[src/rtl/inst_queue_pkg.sv]
// Shared widths and entry layout for the instruction queue between fetch and dispatch.
package inst_queue_pkg;

    localparam int INST_WIDTH     = 32;
    localparam int ADDR_WIDTH     = 32;
    localparam int IQ_INDEX_WIDTH = 4;
    localparam int IQ_SIZE        = 1 << IQ_INDEX_WIDTH;

    typedef struct packed {
        logic [INST_WIDTH-1:0] inst;
        logic [ADDR_WIDTH-1:0] pc;
        logic                  predicted_to_jump;
        logic [ADDR_WIDTH-1:0] predicted_pc;
    } iq_entry_t;

endpackage

[src/rtl/inst_queue.sv]
// Circular instruction buffer with show-ahead head, early-full throttle for the fetcher,
// and a roll-back flush that also squashes the fetcher's one stale in-flight instruction.
module inst_queue
    import inst_queue_pkg::*;
#(
    parameter int IQ_ADDR_WIDTH = IQ_INDEX_WIDTH
) (
    input  logic                     clk,
    input  logic                     rst,
    input  logic                     rdy,
    input  logic                     IF_input_valid,
    input  logic [INST_WIDTH-1:0]    IF_inst,
    input  logic [ADDR_WIDTH-1:0]    IF_inst_pc,
    input  logic                     IF_predicted_to_jump,
    input  logic [ADDR_WIDTH-1:0]    IF_predicted_pc,
    output logic                     IF_is_full,
    input  logic                     ID_ready,
    output logic                     ID_output_valid,
    output logic [INST_WIDTH-1:0]    ID_inst,
    output logic [ADDR_WIDTH-1:0]    ID_inst_pc,
    output logic                     ID_predicted_to_jump,
    output logic [ADDR_WIDTH-1:0]    ID_predicted_pc,
    input  logic                     ROB_roll_back_flag,
    output logic [IQ_ADDR_WIDTH:0]   dbg_count,
    output logic                     dbg_squash
);

    // Handshake: an entry moves to dispatch on an edge where ID_output_valid & ID_ready & rdy;
    // the fetcher's IF_input_valid is a push request that is only honoured when not full/squashed.

    localparam int DEPTH = 1 << IQ_ADDR_WIDTH;
    localparam logic [IQ_ADDR_WIDTH:0] CNT_FULL      = (IQ_ADDR_WIDTH+1)'(DEPTH);
    localparam logic [IQ_ADDR_WIDTH:0] CNT_NEAR_FULL = (IQ_ADDR_WIDTH+1)'(DEPTH - 1);

    logic [INST_WIDTH-1:0] inst_mem [DEPTH];
    logic [ADDR_WIDTH-1:0] pc_mem   [DEPTH];
    logic                  pj_mem   [DEPTH];
    logic [ADDR_WIDTH-1:0] ppc_mem  [DEPTH];

    logic [IQ_ADDR_WIDTH-1:0] head;
    logic [IQ_ADDR_WIDTH-1:0] tail;
    logic [IQ_ADDR_WIDTH:0]   count;
    logic                     squash;
    logic                     push;
    logic                     pop;
    iq_entry_t                head_entry;

    assign push = IF_input_valid & rdy & ~ROB_roll_back_flag & ~squash & (count != CNT_FULL);
    assign pop  = ID_output_valid & ID_ready & rdy;

    always_ff @(posedge clk or posedge rst) begin
        if (rst) begin
            head   <= '0;
            tail   <= '0;
            count  <= '0;
            squash <= 1'b0;
        end else if (rdy) begin
            // squash covers exactly the cycle after each flagged cycle
            squash <= ROB_roll_back_flag;
            if (ROB_roll_back_flag) begin
                head  <= '0;
                tail  <= '0;
                count <= '0;
            end else begin
                if (push) tail <= tail + 1'b1;
                if (pop)  head <= head + 1'b1;
                unique case ({push, pop})
                    2'b10:   count <= count + 1'b1;
                    2'b01:   count <= count - 1'b1;
                    default: count <= count;
                endcase
            end
        end
    end

    // Storage is never reset; only the pointers define what is live.
    always_ff @(posedge clk) begin
        if (push) begin
            inst_mem[tail] <= IF_inst;
            pc_mem[tail]   <= IF_inst_pc;
            pj_mem[tail]   <= IF_predicted_to_jump;
            ppc_mem[tail]  <= IF_predicted_pc;
        end
    end

    always_comb begin
        head_entry = '0;
        if (ID_output_valid) begin
            head_entry.inst              = inst_mem[head];
            head_entry.pc                = pc_mem[head];
            head_entry.predicted_to_jump = pj_mem[head];
            head_entry.predicted_pc      = ppc_mem[head];
        end
    end

    assign ID_output_valid      = (count != '0) & ~ROB_roll_back_flag & rdy;
    assign ID_inst              = head_entry.inst;
    assign ID_inst_pc           = head_entry.pc;
    assign ID_predicted_to_jump = head_entry.predicted_to_jump;
    assign ID_predicted_pc      = head_entry.predicted_pc;

    // One slot of slack absorbs the instruction the fetcher already has registered.
    assign IF_is_full = (count >= CNT_NEAR_FULL);
    assign dbg_count  = count;
    assign dbg_squash = squash;

endmodule
[config.mk]
export PLATFORM = sky130hd
export DESIGN_NAME = inst_queue
export DESIGN_NICKNAME = d
export VERILOG_FILES = /design/src/rtl/inst_queue_pkg.sv /design/src/rtl/inst_queue.sv
export SDC_FILE = /design/constraint.sdc
export NUM_CORES = 1
export LEC_CHECK = 0
export CAP_MARGIN = 15
export CORE_MARGIN = 4
export CORE_UTILIZATION = 55
export CTS_CLUSTER_SIZE = 25
export DETAILED_ROUTE_END_ITERATION = 10
export DONT_BUFFER_PORTS = 1
export PLACE_DENSITY = 0.81
export SYNTH_ARGS = -nofsm -noshare
export SYNTH_HDL_FRONTEND = slang
export SYNTH_SLANG_ARGS = --single-unit
[constraint.sdc]
create_clock -name clk -period 14.3 [get_ports clk]
set_clock_uncertainty 0.15 [all_clocks]
set_input_delay 4.29 -clock clk [delete_from_list [all_inputs] [get_ports clk]]
set_output_delay 4.29 -clock clk [all_outputs]
set_load 0.01 [all_outputs]
==> results of run 1 <==
[worst paths after layout]
check	from	to
setup / recovery	rdy	ID_inst_pc[20]
hold / removal	tail[1]	tail[1]
setup reg to reg	dbg_count[1]	ppc_mem[6][21]
hold reg to reg	tail[1]	tail[1]
max in group asynchronous	rst	head[0]
min in group asynchronous	rst	dbg_squash
[worst max-delay path: stages]
cell,delay [ns]
nor2b_1,0.65
o21ai_4,0.10
buf_4,0.29
buf_4,0.34
nor2b_1,0.38
[through the flow]
stage               total power [mW]  std cells  area [µm²]  setup TNS (ns)  utilization
finish                         10.57       3975       66380               0       0.6174
global route                   10.94       3975       66380               0       0.6174
CTS                            10.66       3974       66350               0       0.6172
detailed placement             6.763       3699       61500               0       0.5721
global placement               6.720       3699       61500               0       0.5721
floorplan                      6.474       2385       59800         -363.98            -
[cell usage after synthesis (8+ instances only)]
cell | count | area [µm²]
nor2_1 | 8 | 30.03
dfrtp_1 | 14 | 350.3
edfxtp_1 | 1552 | 46600
inv_1 | 12 | 45.04
clkbuf_1 | 69 | 259.0
buf_1 | 9 | 33.78
nor2b_1 | 99 | 619.3
nand2_1 | 10 | 37.54
buf_2 | 48 | 240.2
and2_1 | 8 | 50.05
mux4_2 | 485 | 10920
[logic make-up (layout without fill, tap and decap cells)]
logic type / Yosys count / in the layout
xor+xnor: 6 / 6
buf+inv: 141 / 328
compound gates: 31 / 31
fa+ha+maj: 7 / 7
flops: 1566 / 1566
simple gates: 148 / 148
mux: 486 / 486
[flip-flops by register name, indices dropped and copies added (netlist names)]
signal      flops
tail            4
dbg_count       5
pc_mem        512
dbg_squash      1
inst_mem      512
pj_mem         16
ppc_mem       512
head            4
[where the power goes]
group          total (mW)  leakage [nW]  switching (mW)  internal [mW]
Sequential           5.12          14.1          0.0486           5.07
Combinational        1.54          3.28           0.703          0.836
Clock                3.90          2.35            1.71           2.20
Total                10.6          19.8            2.46           8.10
[layer usage]
metal  wire [µm]  global-route usage
met5          13                   0
met4        3515             0.07047
met3       11590             0.05222
met2       70730              0.4070
met1       48180              0.3203
[area by class of cell]
| type | count | area share |
|---|---|---|
| clock buffer | 182 | 0.06028 |
| clock inverter | 93 | 0.01278 |
| inverter | 12 | 0.0006786 |
| multi-input combinational | 678 | 0.1855 |
| sequential | 1566 | 0.7076 |
| tap | 1403 | 0.02645 |
| timing repair buffer | 41 | 0.006635 |
==> reports/metrics.yaml, run 1 <==
start_util: 0.5563
synth.cell_area_um2: 59800
final_common_cell: "edfxtp_1"
critPathKind: "primary input to output port"
dp_slack_ns: 3.586
die_h_um: 337.8
dr.pass1.iters: 6
ys.flop_type: "edfxtp_1"
drive_gt1_frac: 0.3002
drt_iter0_drc: 3369
worstHoldPathCells: 2
yosys.area_share.simple: 0.01488
synth_compound_area_frac: 0.004624
p_leak_nw: 19.77
io_pins: 208
synth_top_family_by_area: "multiplexers"
synth_area_per_cell_um2: 25.07
critPathMaxFanout: 55
ys_ff_latch: 1566
multiInputGateArea_um2: 12320
grt_util_all_layers: 0.2406
post-cts-setup-buffer-count: 0
arrival_ns: 6.24
wl_per_cell_um: 33.72
whs_ns: 0.4744
maxCapViolCount: 0
clockBufferDepth: 3
hpwl_um: 61740
nFillCells: 6861
maxSlewHeadroom: 0.2537
syn_nets: 2495
syn-instance-count: 2385
final_nets: 2562
ctsResizeCount: 0
cts_sinks: 1566
routed_via_density: 6.635
r2r.worst_path.cells: 7
seq_area_um2: 46970
grt_max_degree: 177
synth-seq-area-share: 0.7852
port_buffers: 0
worst_slew_pin_slew_ns: 1.119
routabilityCongestion: 0.7669
worstHoldPathType: "flip-flop to flip-flop"
final_cell_mix: "1552 x edfxtp_1, 485 x mux4_2, 156 x clkbuf_16"
rsz0062_at_grt: "no"
die_x_um: 337.8
async_reset_ff_frac: 0.008940
cts_tree: "yes"
numCtsBuffers: 153
drc: 0
die_area_um2: 114100
totalWireLength_um: 134000
start_kind: "primary input"
setup-violations-final: 0
synth_enable_flop_cells: 1552
powerDensity_nw_per_um2: 159.2
ant_nets: 0
yosysUniqueCellTypes: 44
antenna_found_initial: 4
vias: 26376
vdd_drop_max_mv: 0.1401
path_clk_slew_ns: 0.06
root_buffer: "clkbuf_16"
htreeDepth: 4
synth-xor-area-share: 0.0008787
ctsHoldBuffers: 0
drv_slew: 0
muxShareOfSynthArea: 0.1828
status: "complete, no violations"
cp_data_required_time_ns: 9.86
grt_pass1_wl_um: 195600
grt-ovfl-total: 0
clk_latency_ns: 0.74
synthAdderAreaFrac: 0.001465
fmax_mhz: 93.66
worst_setup_path_end_kind: "output port"
worst_slack_ns: 3.623
fin_crit_ns: 10.68
period_share: 0.7467
hold_violations: 0
core_area_um2: 107500
rrSetupSlack_ns: 9.86
ys_warn_count: 0
antenna_cells: 0
area_growth_pct: 10.99
grt_pass1_vias: 27880
rows: 120
Note: power is estimated with default switching activity, not from simulation.
==> run 2, diff against run 1 <==
Clock period 14.3 ns to 10.6 ns, I/O delays scaled along.
==> run 2 against run 1 <==
Effect of this change:
- clock power rose by 32%
- hold slack worse by 0.0099 ns
- register-to-register slack got worse by 3.5 ns
- critical path depth is 1 lower
- critical path type unchanged
- largest cell class unchanged
- final cell count decreased by 0.35%
- non-clock buffer count is 1 lower
- utilization decreased by 0.18 points
- sequential cell count unchanged
- first-iteration DRC count shrank 7.3%
- count of clock-buffer cells in the layout grew 3
- combinational power rose by 33%
- global-route usage rose by 0.053 points
==> reports/metrics.yaml, run 2 (synthesis results as in run 1) <==
drv_slew: 0  # unchanged
worst_setup_path_end_kind: "output port"  # unchanged
clockBufferDepth: 3  # unchanged
arrival_ns: 5.27  # was 6.24 ns
drc: 0  # unchanged
area_growth_pct: 10.67  # was 10.99%
port_buffers: 0  # unchanged
powerDensity_nw_per_um2: 213.2  # was 159.2 nW/µm²
worst_slew_pin_slew_ns: 1.285  # was 1.119 ns
cts_tree: "yes"  # unchanged
r2r_start: "dbg_count[1]"  # unchanged
vias: 26258  # was 26376
vdd_drop_max_mv: 0.1866  # was 0.1401 mV
ctsHoldBuffers: 0  # unchanged
grt_pass1_wl_um: 195600  # about the same
grt_util_all_layers: 0.2411  # was 0.2406
hold_violations: 0  # unchanged
r2r.worst_path.cells: 5  # was 7
cp_data_required_time_ns: 7.27  # was 9.86 ns
start_util: 0.5563  # unchanged
drive_gt1_frac: 0.2964  # was 0.3002
final_common_cell: "edfxtp_1"  # unchanged
ant_nets: 0  # unchanged
dr.pass1.iters: 5  # was 6
cts_sinks: 1566  # unchanged
rsz0062_at_grt: "no"  # unchanged
top_regs: "inst_mem (512), pc_mem (512), ppc_mem (512)"  # unchanged
p_leak_nw: 19.67  # was 19.77 nW
final_cell_mix: "1552 x edfxtp_1, 485 x mux4_2, 152 x clkbuf_16"  # was 1552 x edfxtp_1, 485 x mux4_2, 156 x clkbuf_16
ctsResizeCount: 0  # unchanged
antenna_found_initial: 2  # was 4
root_buffer: "clkbuf_16"  # unchanged
core_area_um2: 107500  # unchanged
drt_iter0_drc: 3123  # was 3369
worstHoldEndpoint: "tail[1]"  # unchanged
clk_latency_ns: 0.74  # about the same
totalWireLength_um: 133800  # was 134000 µm
maxCapViolCount: 0  # unchanged
grt_max_degree: 188  # was 177
whs_ns: 0.4646  # was 0.4744 ns
critPathMaxFanout: 68  # was 55
routabilityCongestion: 0.7470  # was 0.7669
wl_per_cell_um: 33.78  # was 33.72 µm
worstReg2RegEnd: "inst_mem[14][7]"  # was ppc_mem[6][21]
status: "complete, no violations"  # unchanged
fmax_mhz: 116.3
routed_via_density: 6.629  # was 6.635
start_kind: "primary input"  # unchanged
io_pins: 208  # unchanged
die_h_um: 337.8  # unchanged
post-cts-setup-buffer-count: 0  # unchanged
grt-ovfl-total: 0  # unchanged
maxSlewHeadroom: 0.1436  # was 0.2537
period_share: 0.8110
grt_pass1_vias: 27799  # was 27880
final_nets: 2557  # was 2562
path_clk_slew_ns: 0.06  # about the same
htreeDepth: 4  # unchanged
fin_crit_ns: 8.597
setup-violations-final: 0  # unchanged
worstHoldPathCells: 2  # unchanged
numCtsBuffers: 149  # was 153
hp-start: "tail[1]"  # unchanged
finalSetupTns_ns: 0  # unchanged
rrSetupSlack_ns: 6.38  # was 9.86 ns
hpwl_um: 63190  # was 61740 µm
worstHoldPathType: "flip-flop to flip-flop"  # unchanged
die_area_um2: 114100  # unchanged
die_x_um: 337.8  # unchanged
rows: 120  # unchanged
critPathKind: "primary input to output port"  # unchanged
==> run 2: worst max-delay path, stage by stage <==
cell     delay (ns)
nor2b_1        0.64
o21ai_4        0.44
buf_4          0.43
nor2b_1        0.40
==> run 2: metal layers <==
metal  GRT usage  vias to the layer above  share of wire
li1            -                    10417              -
met3     0.05142                      221          0.084
met4     0.06564                        2          0.021
met1      0.3140                    14213           0.36
met2      0.4182                     1405           0.53
met5           0                        -       0.000097
==> run 2: area by class of cell <==
class,count,area (µm²)
fill,6786,41320
sequential,1566,46970
multi-input combinational,678,12320
tap,1403,1755
clock buffer,185,3928
timing repair buffer,40,457.9
clock inverter,76,708.2
inverter,12,45.04
antenna,1,2.502
==> run 2: worst max-delay path by stage <==
stage               startpoint              to  slack (ns)  cells past startpoint
finish                     rdy  ID_inst_pc[23]        2.00                      4
floorplan                  rdy  inst_mem[0][0]       -3.53                      5
CTS                        rdy  ID_inst_pc[23]        1.97                      4
global placement           rdy      ID_inst[8]        2.08                      4
detailed placement         rdy  ID_inst_pc[23]        1.96                      4
global route               rdy  ID_inst_pc[30]        1.82                      4
==> run 2: stage by stage <==
step | power, mW | cell area, µm² | utilization | instances | worst slack (ns)
global route | 14.61 | 66180 | 0.6156 | 3960 | 1.822
finish | 14.11 | 66180 | 0.6156 | 3961 | 2.003
CTS | 14.21 | 66150 | 0.6154 | 3959 | 1.966
detailed placement | 9.112 | 61520 | 0.5722 | 3698 | 1.956
global placement | 9.049 | 61520 | 0.5722 | 3698 | 2.085
floorplan | 8.733 | 59800 | - | 2385 | -3.528
==> run 2: power breakdown <==
group / switching (mW) / internal [mW]
Sequential: 0.0908 / 6.84
Combinational: 0.913 / 1.13
Clock: 2.25 / 2.88
Total: 3.25 / 10.9
==> run 3, diff against run 2 <==
Settings changed: PLACE_DENSITY 0.81 to 0.84.
Clock period 10.6 ns to 7.6 ns, I/O delays scaled along.
==> run 3 against run 2 <==
Effect of this change:
- total power up 40%
- final cell count increased by 0.43%
- via count is 0.44% higher
- utilization is 0.29 points higher
- final area increased by 0.47%
- wire length increased by 2.1%
- setup slack got worse by 0.70 ns
- combinational power up 41%
- sequential share of layout area down 0.33 points
- die area stayed put
==> reports/metrics.yaml, run 3 (synthesis results as in run 1) <==
final_nets: 2575  # was 2557
drc: 0  # unchanged
core_area_um2: 107500  # unchanged
worstHoldPathCells: 2  # unchanged
max_stage_delay_ns: 0.66  # was 0.64 ns
root_buffer: "clkbuf_16"  # unchanged
drive_gt1_frac: 0.3025  # was 0.2964
cp_slowest_cell: "nor2b_1"  # unchanged
ctsHoldBuffers: 0  # unchanged
power.switching_mw: 4.563  # was 3.252 mW
drv_slew: 0  # unchanged
rrSetupSlack_ns: 4.00  # was 6.38 ns
finalSetupTns_ns: 0  # unchanged
critPathKind: "primary input to output port"  # unchanged
htreeDepth: 4  # unchanged
powerDensity_nw_per_um2: 297.0  # was 213.2 nW/µm²
final_common_cell: "edfxtp_1"  # unchanged
vdd_drop_max_mv: 0.2323  # was 0.1866 mV
start_kind: "primary input"  # unchanged
status: "complete, no violations"  # unchanged
p_leak_nw: 19.82  # was 19.67 nW
routed_via_density: 6.630  # was 6.629
post-cts-setup-buffer-count: 0  # unchanged
wl_per_cell_um: 34.36  # was 33.78 µm
grt_pass1_wl_um: 199300  # was 195600 µm
arrival_ns: 3.86  # was 5.27 ns
fin_cells: 3978  # was 3961
totalWireLength_um: 136700  # was 133800 µm
stdcell_area_um2: 66500  # was 66180 µm²
intPower_mw: 15.19  # was 10.86 mW
pwr-share-seq: 0.490  # was 0.491
p_sw_frac: 0.2310  # was 0.2304
routabilityCongestion: 0.7885  # was 0.7470
io_pins: 208  # unchanged
final_cell_mix: "1552 x edfxtp_1, 485 x mux4_2, 151 x clkbuf_16"  # was 1552 x edfxtp_1, 485 x mux4_2, 152 x clkbuf_16
worst_setup_path_end_kind: "output port"  # unchanged
cts_tree: "yes"  # unchanged
rsz0062_at_grt: "no"  # unchanged
maxCapViolCount: 0  # unchanged
combinationalPowerShare: 0.147  # was 0.145
setup-violations-final: 0  # unchanged
worst_slew_pin_slew_ns: 1.096  # was 1.285 ns
grt_pass1_vias: 28225  # was 27799
crit_top_cell: "nor2b_1"  # unchanged
fmax_mhz: 158.9
grt_max_degree: 98  # was 188
placed_area_um2: 61840  # was 61520 µm²
startpoint: "rdy"  # unchanged
r2r.worst_path.cells: 5  # unchanged
crit_family: "simple AND/OR/NAND/NOR gates"  # unchanged
numCtsBuffers: 149  # unchanged
area_growth_pct: 11.19  # was 10.67%
path_buf_inv: 1  # unchanged
clk_latency_ns: 0.73  # was 0.74 ns
antenna_cells: 0  # was 1
top_regs: "inst_mem (512), pc_mem (512), ppc_mem (512)"  # unchanged
die_h_um: 337.8  # unchanged
maxSlewHeadroom: 0.2694  # was 0.1436
period_share: 0.8281
hpwl_um: 66400  # was 63190 µm
die_area_um2: 114100  # unchanged
cts_sinks: 1566  # unchanged
r2r_start: "dbg_count[1]"  # unchanged
clockBufferDepth: 3  # unchanged
grt_util_all_layers: 0.2455  # was 0.2411
path_clk_slew_ns: 0.06  # about the same
port_buffers: 0  # unchanged
hold_violations: 0  # unchanged
drt_iter0_drc: 2986  # was 3123
vias: 26374  # was 26258
die_x_um: 337.8  # unchanged
fin_crit_ns: 6.293
cp_data_required_time_ns: 5.17  # was 7.27 ns
worst_slack_ns: 1.307  # was 2.003 ns
worstReg2RegEnd: "ppc_mem[9][2]"  # was inst_mem[14][7]
critPathMaxFanout: 49  # was 68
p_clk_frac: 0.363  # was 0.364
ant_nets: 0  # unchanged
grt-ovfl-total: 0  # unchanged
dp.cells: 3717  # was 3698
worstSetupEndpoint: "ID_inst_pc[25]"  # was ID_inst_pc[23]
cp_cell_sequence: "nor2b_1, o21ai_4, buf_4, nor2b_1"  # unchanged
path_depth: 4  # unchanged
dp_slack_ns: 1.281  # was 1.956 ns
ctsResizeCount: 0  # unchanged
start_util: 0.5563  # unchanged
rows: 120  # unchanged
worstHoldPathType: "flip-flop to flip-flop"  # unchanged
dr.pass1.iters: 7  # was 5
antenna_found_initial: 3  # was 2
## run 3: changes by cell type in the layout (fill, tap and decap cells not counted), moves of 2 or more
cell / before / now
nor4_2: 5 / 1
clkbuf_1: 33 / 27
nor4_4: 0 / 4
buf_4: 28 / 35
clkinvlp_4: 6 / 3
clkinv_2: 18 / 25
clkinv_4: 2 / 0
clkinv_1: 28 / 31
bufinv_16: 10 / 12
buf_12: 11 / 23
## run 3: tightest hold or removal path, cell delays in order (launching register included)
cell	delay [ns]
dfrtp_1	0.44
inv_1	0.07
o21ai_0	0.07
## run 3: final cells by class
type	instances	area (µm²)
sequential	1566	46970
fill	6785	41010
multi-input combinational	678	12350
clock buffer	178	3880
tap	1403	1755
clock inverter	83	770.7
timing repair buffer	58	723.2
inverter	12	45.04
## run 3: how the worst min path moves through the flow
stage                  to  slack [ns]        from
2_1_floorplan     tail[0]        0.38     tail[0]
3_3_place_gp      tail[0]        0.41     tail[0]
3_5_place_dp   dbg_squash        0.46  dbg_squash
4_1_cts        dbg_squash        0.47  dbg_squash
5_1_grt        dbg_squash        0.48  dbg_squash
6_report       dbg_squash        0.47  dbg_squash
## run 3: through the flow
step           hold WS, ns  utilization  power (mW)
6_report            0.4664       0.6185       19.75
2_1_floorplan       0.3831            -       12.18
4_1_cts             0.4667       0.6185       19.92
5_1_grt             0.4811       0.6185       20.46
3_3_place_gp        0.4140       0.5753       12.65
3_5_place_dp        0.4579       0.5753       12.77
## run 3: routing by layer
| metal | routed length, µm | track usage | vias up | share of wire |
|---|---|---|---|---|
| li1 | - | - | 10457 | - |
| met1 | 47250 | 0.3094 | 14162 | 0.35 |
| met2 | 74510 | 0.4347 | 1502 | 0.55 |
| met3 | 11400 | 0.05107 | 251 | 0.083 |
| met4 | 3500 | 0.07229 | 2 | 0.026 |
| met5 | 8 | 0 | - | 0.000059 |
## run 3: power by group through the flow
stage / registers, mW / clock network, mW / logic, mW
after global routing: 9.68 / 7.68 / 3.10
after global placement: 9.85 / 0 / 2.80
final: 9.68 / 7.17 / 2.90
after CTS: 9.68 / 7.27 / 2.97
after floorplan: 9.75 / 0 / 2.42
after detailed placement: 9.86 / 0 / 2.91
